===== src/rtl/draw_cmd_queue.sv =====
// draw_cmd_queue
//   Command sequencer in front of the draw engine. Host draw-register writes
//   (register number + data) are buffered in a FIFO. They are replayed into the
//   engine's register-write port one per cycle while the engine is idle. After
//   an EXECUTE write, the sequencer waits for the engine to take the command and
//   finish it.
//
//   Optional build macro: DRAW_CMD_QUEUE_FLUSH_EN adds flush_i, which empties
//   the FIFO and returns the sequencer to IDLE.
//
// Ports:
//   clk             system clock
//   reset_i         asynchronous reset, active-high
//   push_i          host write strobe
//   push_num_i      host draw register number
//   push_data_i     host draw register data
//   flush_i         (DRAW_CMD_QUEUE_FLUSH_EN only) discard queue, go IDLE
//   draw_busy_i     draw engine busy
//   draw_reg_wr_o   one-cycle write strobe to the draw engine
//   draw_reg_num_o  register number to the draw engine
//   draw_reg_data_o register data to the draw engine
//   full_o/empty_o  FIFO status
//   level_o         FIFO occupancy
//   overflow_o      sticky dropped-push flag
//   clr_overflow_i  clears overflow_o
//   busy_o          queue non-empty, sequencer active or engine busy
module draw_cmd_queue #(
  parameter int         DEPTH        = 16,
  parameter int         GUARD_CYCLES = 4,
  parameter logic [5:0] EXEC_REG     = 6'h0F
) (
  input  logic                     clk,
  input  logic                     reset_i,
  input  logic                     push_i,
  input  logic [5:0]               push_num_i,
  input  logic [15:0]              push_data_i,
`ifdef DRAW_CMD_QUEUE_FLUSH_EN
  input  logic                     flush_i,
`endif
  input  logic                     draw_busy_i,
  output logic                     draw_reg_wr_o,
  output logic [5:0]               draw_reg_num_o,
  output logic [15:0]              draw_reg_data_o,
  output logic                     full_o,
  output logic                     empty_o,
  output logic [$clog2(DEPTH):0]   level_o,
  output logic                     overflow_o,
  input  logic                     clr_overflow_i,
  output logic                     busy_o
);

  localparam int AW = $clog2(DEPTH);
  localparam int PW = AW + 1;

  typedef enum logic [1:0] {
    IDLE      = 2'd0,
    GUARD     = 2'd1,
    WAIT_DONE = 2'd2
  } state_t;

  state_t        state_q, state_d;
  logic [3:0]    cnt_q, cnt_d;
  logic [PW-1:0] wr_ptr_q, rd_ptr_q;
  logic [21:0]   mem_q [DEPTH];
  logic [PW-1:0] level;
  logic          full, empty, flush;
  logic          push_ok, push_rej, pop;
  logic [21:0]   head;
  logic          wr_q;
  logic [5:0]    num_q;
  logic [15:0]   data_q;
  logic          ovf_q;

`ifdef DRAW_CMD_QUEUE_FLUSH_EN
  assign flush = flush_i;
`else
  assign flush = 1'b0;
`endif

  // Pointers carry one extra bit, so full and empty are told apart by the difference.
  assign level = wr_ptr_q - rd_ptr_q;
  assign full  = (level == PW'(DEPTH));
  assign empty = (level == '0);
  assign head  = mem_q[rd_ptr_q[AW-1:0]];

  // Acceptance depends only on full. A same-edge pop never makes room.
  assign push_ok  = push_i && !full && !flush;
  assign push_rej = push_i &&  full && !flush;
  // Pops need an empty-free FIFO, so on an empty FIFO a simultaneous push is simply stored.
  assign pop      = (state_q == IDLE) && !empty && !draw_busy_i && !flush;

  always_comb begin
    state_d = state_q;
    cnt_d   = cnt_q;
    case (state_q)
      IDLE: begin
        if (pop && (head[21:16] == EXEC_REG)) begin
          state_d = GUARD;
          cnt_d   = 4'(GUARD_CYCLES);
        end
      end
      GUARD: begin
        if (draw_busy_i) begin
          state_d = WAIT_DONE;
        end else begin
          cnt_d = cnt_q - 4'd1;
          // Engine never went busy: the opcode was a no-op.
          if (cnt_q <= 4'd1) state_d = IDLE;
        end
      end
      WAIT_DONE: begin
        if (!draw_busy_i) state_d = IDLE;
      end
      default: state_d = IDLE;
    endcase
    if (flush) begin
      state_d = IDLE;
      cnt_d   = '0;
    end
  end

  always_ff @(posedge clk or posedge reset_i) begin
    if (reset_i) begin
      state_q  <= IDLE;
      cnt_q    <= '0;
      wr_ptr_q <= '0;
      rd_ptr_q <= '0;
      wr_q     <= 1'b0;
      num_q    <= '0;
      data_q   <= '0;
      ovf_q    <= 1'b0;
    end else begin
      state_q <= state_d;
      cnt_q   <= cnt_d;
      if (flush) begin
        wr_ptr_q <= '0;
        rd_ptr_q <= '0;
      end else begin
        if (push_ok) wr_ptr_q <= wr_ptr_q + PW'(1);
        if (pop)     rd_ptr_q <= rd_ptr_q + PW'(1);
      end
      wr_q <= pop;
      if (pop) begin
        num_q  <= head[21:16];
        data_q <= head[15:0];
      end
      // A dropped push wins over a same-edge clear.
      if (push_rej)            ovf_q <= 1'b1;
      else if (clr_overflow_i) ovf_q <= 1'b0;
    end
  end

  // Storage array carries no reset; validity is tracked by the pointers.
  always_ff @(posedge clk) begin
    if (push_ok) mem_q[wr_ptr_q[AW-1:0]] <= {push_num_i, push_data_i};
  end

  assign draw_reg_wr_o   = wr_q;
  assign draw_reg_num_o  = num_q;
  assign draw_reg_data_o = data_q;
  assign full_o          = full;
  assign empty_o         = empty;
  assign level_o         = level;
  assign overflow_o      = ovf_q;
  assign busy_o          = !empty || (state_q != IDLE) || draw_busy_i;

endmodule

===== config.mk =====
export PLATFORM = sky130hd
export DESIGN_NAME = draw_cmd_queue
export DESIGN_NICKNAME = d
export VERILOG_FILES = /design/src/rtl/draw_cmd_queue.sv
export SDC_FILE = /design/constraint.sdc
export NUM_CORES = 1
export LEC_CHECK = 0
export ABC_CLOCK_PERIOD_IN_PS = 6050
export BUFFER_PORTS_ARGS = -buffer_cell sky130_fd_sc_hd__buf_4
export CORE_MARGIN = 1.5
export CORE_UTILIZATION = 60
export CTS_BUF_LIST = sky130_fd_sc_hd__clkbuf_2
export CTS_CLUSTER_DIAMETER = 40
export DETAILED_ROUTE_END_ITERATION = 10
export PLACE_DENSITY = 0.84
export SLEW_MARGIN = 20
export SYNTH_ARGS = -nofsm -noshare
export SYNTH_HDL_FRONTEND = slang
export SYNTH_SLANG_ARGS = --single-unit

===== constraint.sdc =====
create_clock -name clk -period 6.05 [get_ports clk]
set_clock_uncertainty 0.05 [all_clocks]
set_input_delay 1.21 -clock clk [delete_from_list [all_inputs] [get_ports clk]]
set_output_delay 1.21 -clock clk [all_outputs]
set_load 0.01 [all_outputs]

==> metrics.md <==
| Metric | Value |
|---|---|
| Status | finished clean |
| RSZ-0062 raised after global routing | no |
| CTS tree | yes |
| Routed via count | 7550 |
| Vias in the first global route | 7915 |
| DP Area | between 15000 and 20000 um^2 |
| Initial antenna violation count | 1 |
| CTS root buf | clkbuf_2 |
| CP Max Fanout | 30 |
| Post-DP HPWL | between 15000 and 20000 um |
| Clock period minus worst slack | between 4 and 5 ns |
| Required @ worst endpoint | 4.79 ns |
| R2r setup slk | between 1.5 and 2 ns |
| Post-CTS setup buffers | 0 |
| Sequential share of the synthesized area | 0.751 |
| Post-synth cell types | 49 |
| Utilization after layout | 0.678 |
| Clock Latency Late Sink | ~0.86 ns |
| WHS | 0.435 ns |
| # rows | 58 |
| # setup viols final | 0 |
| Worst setup path class | flip-flop to primary output |
| Net Count, Synth | 740 |
| Placer congestion estimate | roughly 0.8 |
| Met3 usage | 0.0599 |
| Post-cts sizing count | 0 |
| Vias per cell | just over 6 |
| CP Launch Type | flip-flop |
| Io pins | 59 |
| Cell accounting for the most synthesized area | edfxtp_1 |
| CP Capture Type | primary output |
| Cts hold-fix bufs | 0 |
| Maximum clock rate | about 0.21 GHz |
| Routed Antenna Nets | 0 |
| Max cap viols | 0 |
| Final period util | 0.786 |
| CTS buffer count | 92 |
| Max-slew violations | 0 |
| Busiest grt layer | met2 |
| Initial DRC Count | roughly 740 |
| Post-synth ARST share | 0.102 |
| CP Data Arrival Time | around 3.5 ns |
| CTS max path bufs | 3 |
| GRT overflow | 0 |
| Final hold vios | 0 |
| Die width | ~160 um |
| P_leak | between 0.005 and 0.006 uW |
| Post-synth top area share | 0.686 |
| Total power | slightly below 8000 uW |
| Tot GR Track Use | 0.249 |
| Actual slew at the worst max-slew pin | 1.09 ns |
| Yosys reg bits | ~390 |
| Input/output buffers | between 50 and 60 |
| Post-route cell area | 17100 um^2 |
| CTS Sinks | 392 |
| Post-route setup TNS | 0 ns |
| Drt first pass iters | 5 |
| Synth top cells by count | edfxtp_1, mux4_2, dfrtp_1 |
| Syn. warnings | 0 |
| Most frequent cell after synthesis | edfxtp_1 |
| Share of layout cells above drive strength 1 | 0.378 |
| DIE HEIGHT | between 150 and 200 um |
| Core footprint | between 20000 and 30000 um^2 |
| Area growth, synth to finish | 10.9% |
| Synth Flop Type | edfxtp_1 |
| CTS H-tree depth | 3 |
| Post-synthesis cell count | around 700 |
| Pwr dens | between 400 and 500 nW/um^2 |
| Global-route wire length before repair | between 40000 and 50000 um |
| Relative slew slack | 0.270 |
| Synthesized area | 15400 um^2 |
| Met2 Use GR | 0.393 |
| Routed WL | between 30000 and 40000 um |
| Maximum VDD drop | ~0.53 mV |
| Clk slew on worst S/H paths | between 0.1 and 0.15 ns |
| Top post-synthesis cells by area | edfxtp_1, mux4_2, dfrtp_1, mux4_1, mux2_2 |
| Worst Hold Class | primary input to async pin |
| Wire per inst | around 25 um |
| Nets | 875 |
| Number of fill cells in the layout | about 1600 |
| Mean post-synth cell area | between 20 and 25 um^2 |
| Die area | between 20000 and 30000 um^2 |
| Starting Density | 0.612 |
| EDFF count, synth | ~350 |
| DRC | 0 |
| Largest net degree at the start of global routing | 52 |
| Routing usage on met1 | 0.355 |
-- final cells by class --
| class | instances | area [um^2] | share of cell area |
|---|---|---|---|
| sequential | 392 | 11600 | 0.678 |
| clock buffer | 134 | 671 | 0.0393 |
| tap | 330 | 413 | 0.0242 |
| inverter | 16 | 61.3 | 0.00359 |
| antenna | 1 | 2.50 | 0.000147 |
| timing repair buffer | 73 | 548 | 0.0321 |
| clock inverter | 36 | 219 | 0.0128 |
| multi-input combinational | 261 | 3580 | 0.210 |
-- stage by stage --
stage,setup WS [ns],cells
5_1_grt,1.12,1243
3_3_place_gp,2.15,1072
2_1_floorplan,1.36,701
4_1_cts,1.22,1242
6_report,1.29,1243
3_5_place_dp,1.98,1072
-- where the power goes --
| group | total (uW) | internal, uW | switching, uW |
|---|---|---|---|
| clock | 1730 | 726 | 1010 |
| sequential | 3620 | 3350 | 277 |
| combinational | 2600 | 1280 | 1320 |
-- sequential cells by signal, summed over array words and instances, names as in the netlist --
signal and cells:
cnt_q 4, mem_q 352, state_q 2, wr_ptr_q 5, draw_reg_num_o 6, draw_reg_data_o 16
draw_reg_wr_o 1, overflow_o 1, rd_ptr_q 5
-- worst max-delay path, stage by stage, from the launching register on --
cell and delay, ns:
dfrtp_4 0.80, ha_1 0.27, inv_1 0.06, fa_1 0.48, nand2b_1 0.22, a2111o_1 0.38, a21oi_1 0.19, nand2_1 0.08
buf_4 0.16
-- cell families (layout without fill, tap and decap cells) --
kind of cell	after synthesis	in the layout	synth area share
flops	392	392	0.751
mux	131	131	0.174
simple gates	72	72	0.0239
buf+inv	48	259	0.0186
compound gates	34	34	0.0156
fa+ha+maj	12	12	0.0102
xor+xnor	12	12	0.00682
other cells	0	1	0
-- path summary, 6_finish.rpt --
kind / start / cells past startpoint / end
worst min-delay path: reset_i / 2 / overflow_o
worst max-delay path: rd_ptr_q[0] / 8 / busy_o
min in group clk: wr_ptr_q[4] / 1 / wr_ptr_q[4]
worst max register to register: rd_ptr_q[2] / 11 / mem_q[1][16]
max in group asynchronous: reset_i / 2 / rd_ptr_q[0]
worst min register to register: wr_ptr_q[4] / 1 / wr_ptr_q[4]
-- metal layers --
metal  share of wire  vias up  wire length [um]
met5               0        -                 0
met4           0.010        0               325
met3           0.093       26              2920
met2            0.49      382             15400
met1            0.41     3906             12800
li1                -     3236                 -
-- cells in the final DEF, fill, tap and decap left out, types with 2 or more instances in the layout --
cell / Yosys / routed
dfrtp_1: 40 / 37
a21oi_1: 5 / 5
nand2b_1: 5 / 5
nor4_1: 2 / 2
a22oi_1: 3 / 3
nor3_2: 1 / 5
mux2_2: 23 / 23
mux4_1: 18 / 18
mux2i_1: 4 / 4
inv_1: 15 / 14
a21o_1: 2 / 2
mux4_2: 83 / 83
nand4_1: 3 / 3
clkinv_1: 1 / 26
buf_4: 4 / 73
edfxtp_1: 352 / 352
nor2_1: 10 / 7
nor3_1: 8 / 4
mux2_1: 3 / 3
xor2_1: 2 / 2
o21a_1: 2 / 2
clkbuf_2: 0 / 134
o221ai_1: 2 / 2
inv_2: 0 / 4
bufinv_16: 0 / 3
xnor2_1: 10 / 10
ha_1: 11 / 11
nor2_2: 0 / 3
nor2b_1: 5 / 5
nand2_1: 23 / 23
nand3b_1: 2 / 2
dfrtp_4: 0 / 2
clkinv_2: 0 / 5
o22ai_1: 2 / 2
and3_2: 0 / 7
o21ai_0: 11 / 11
(Power assumes the default switching activity.)
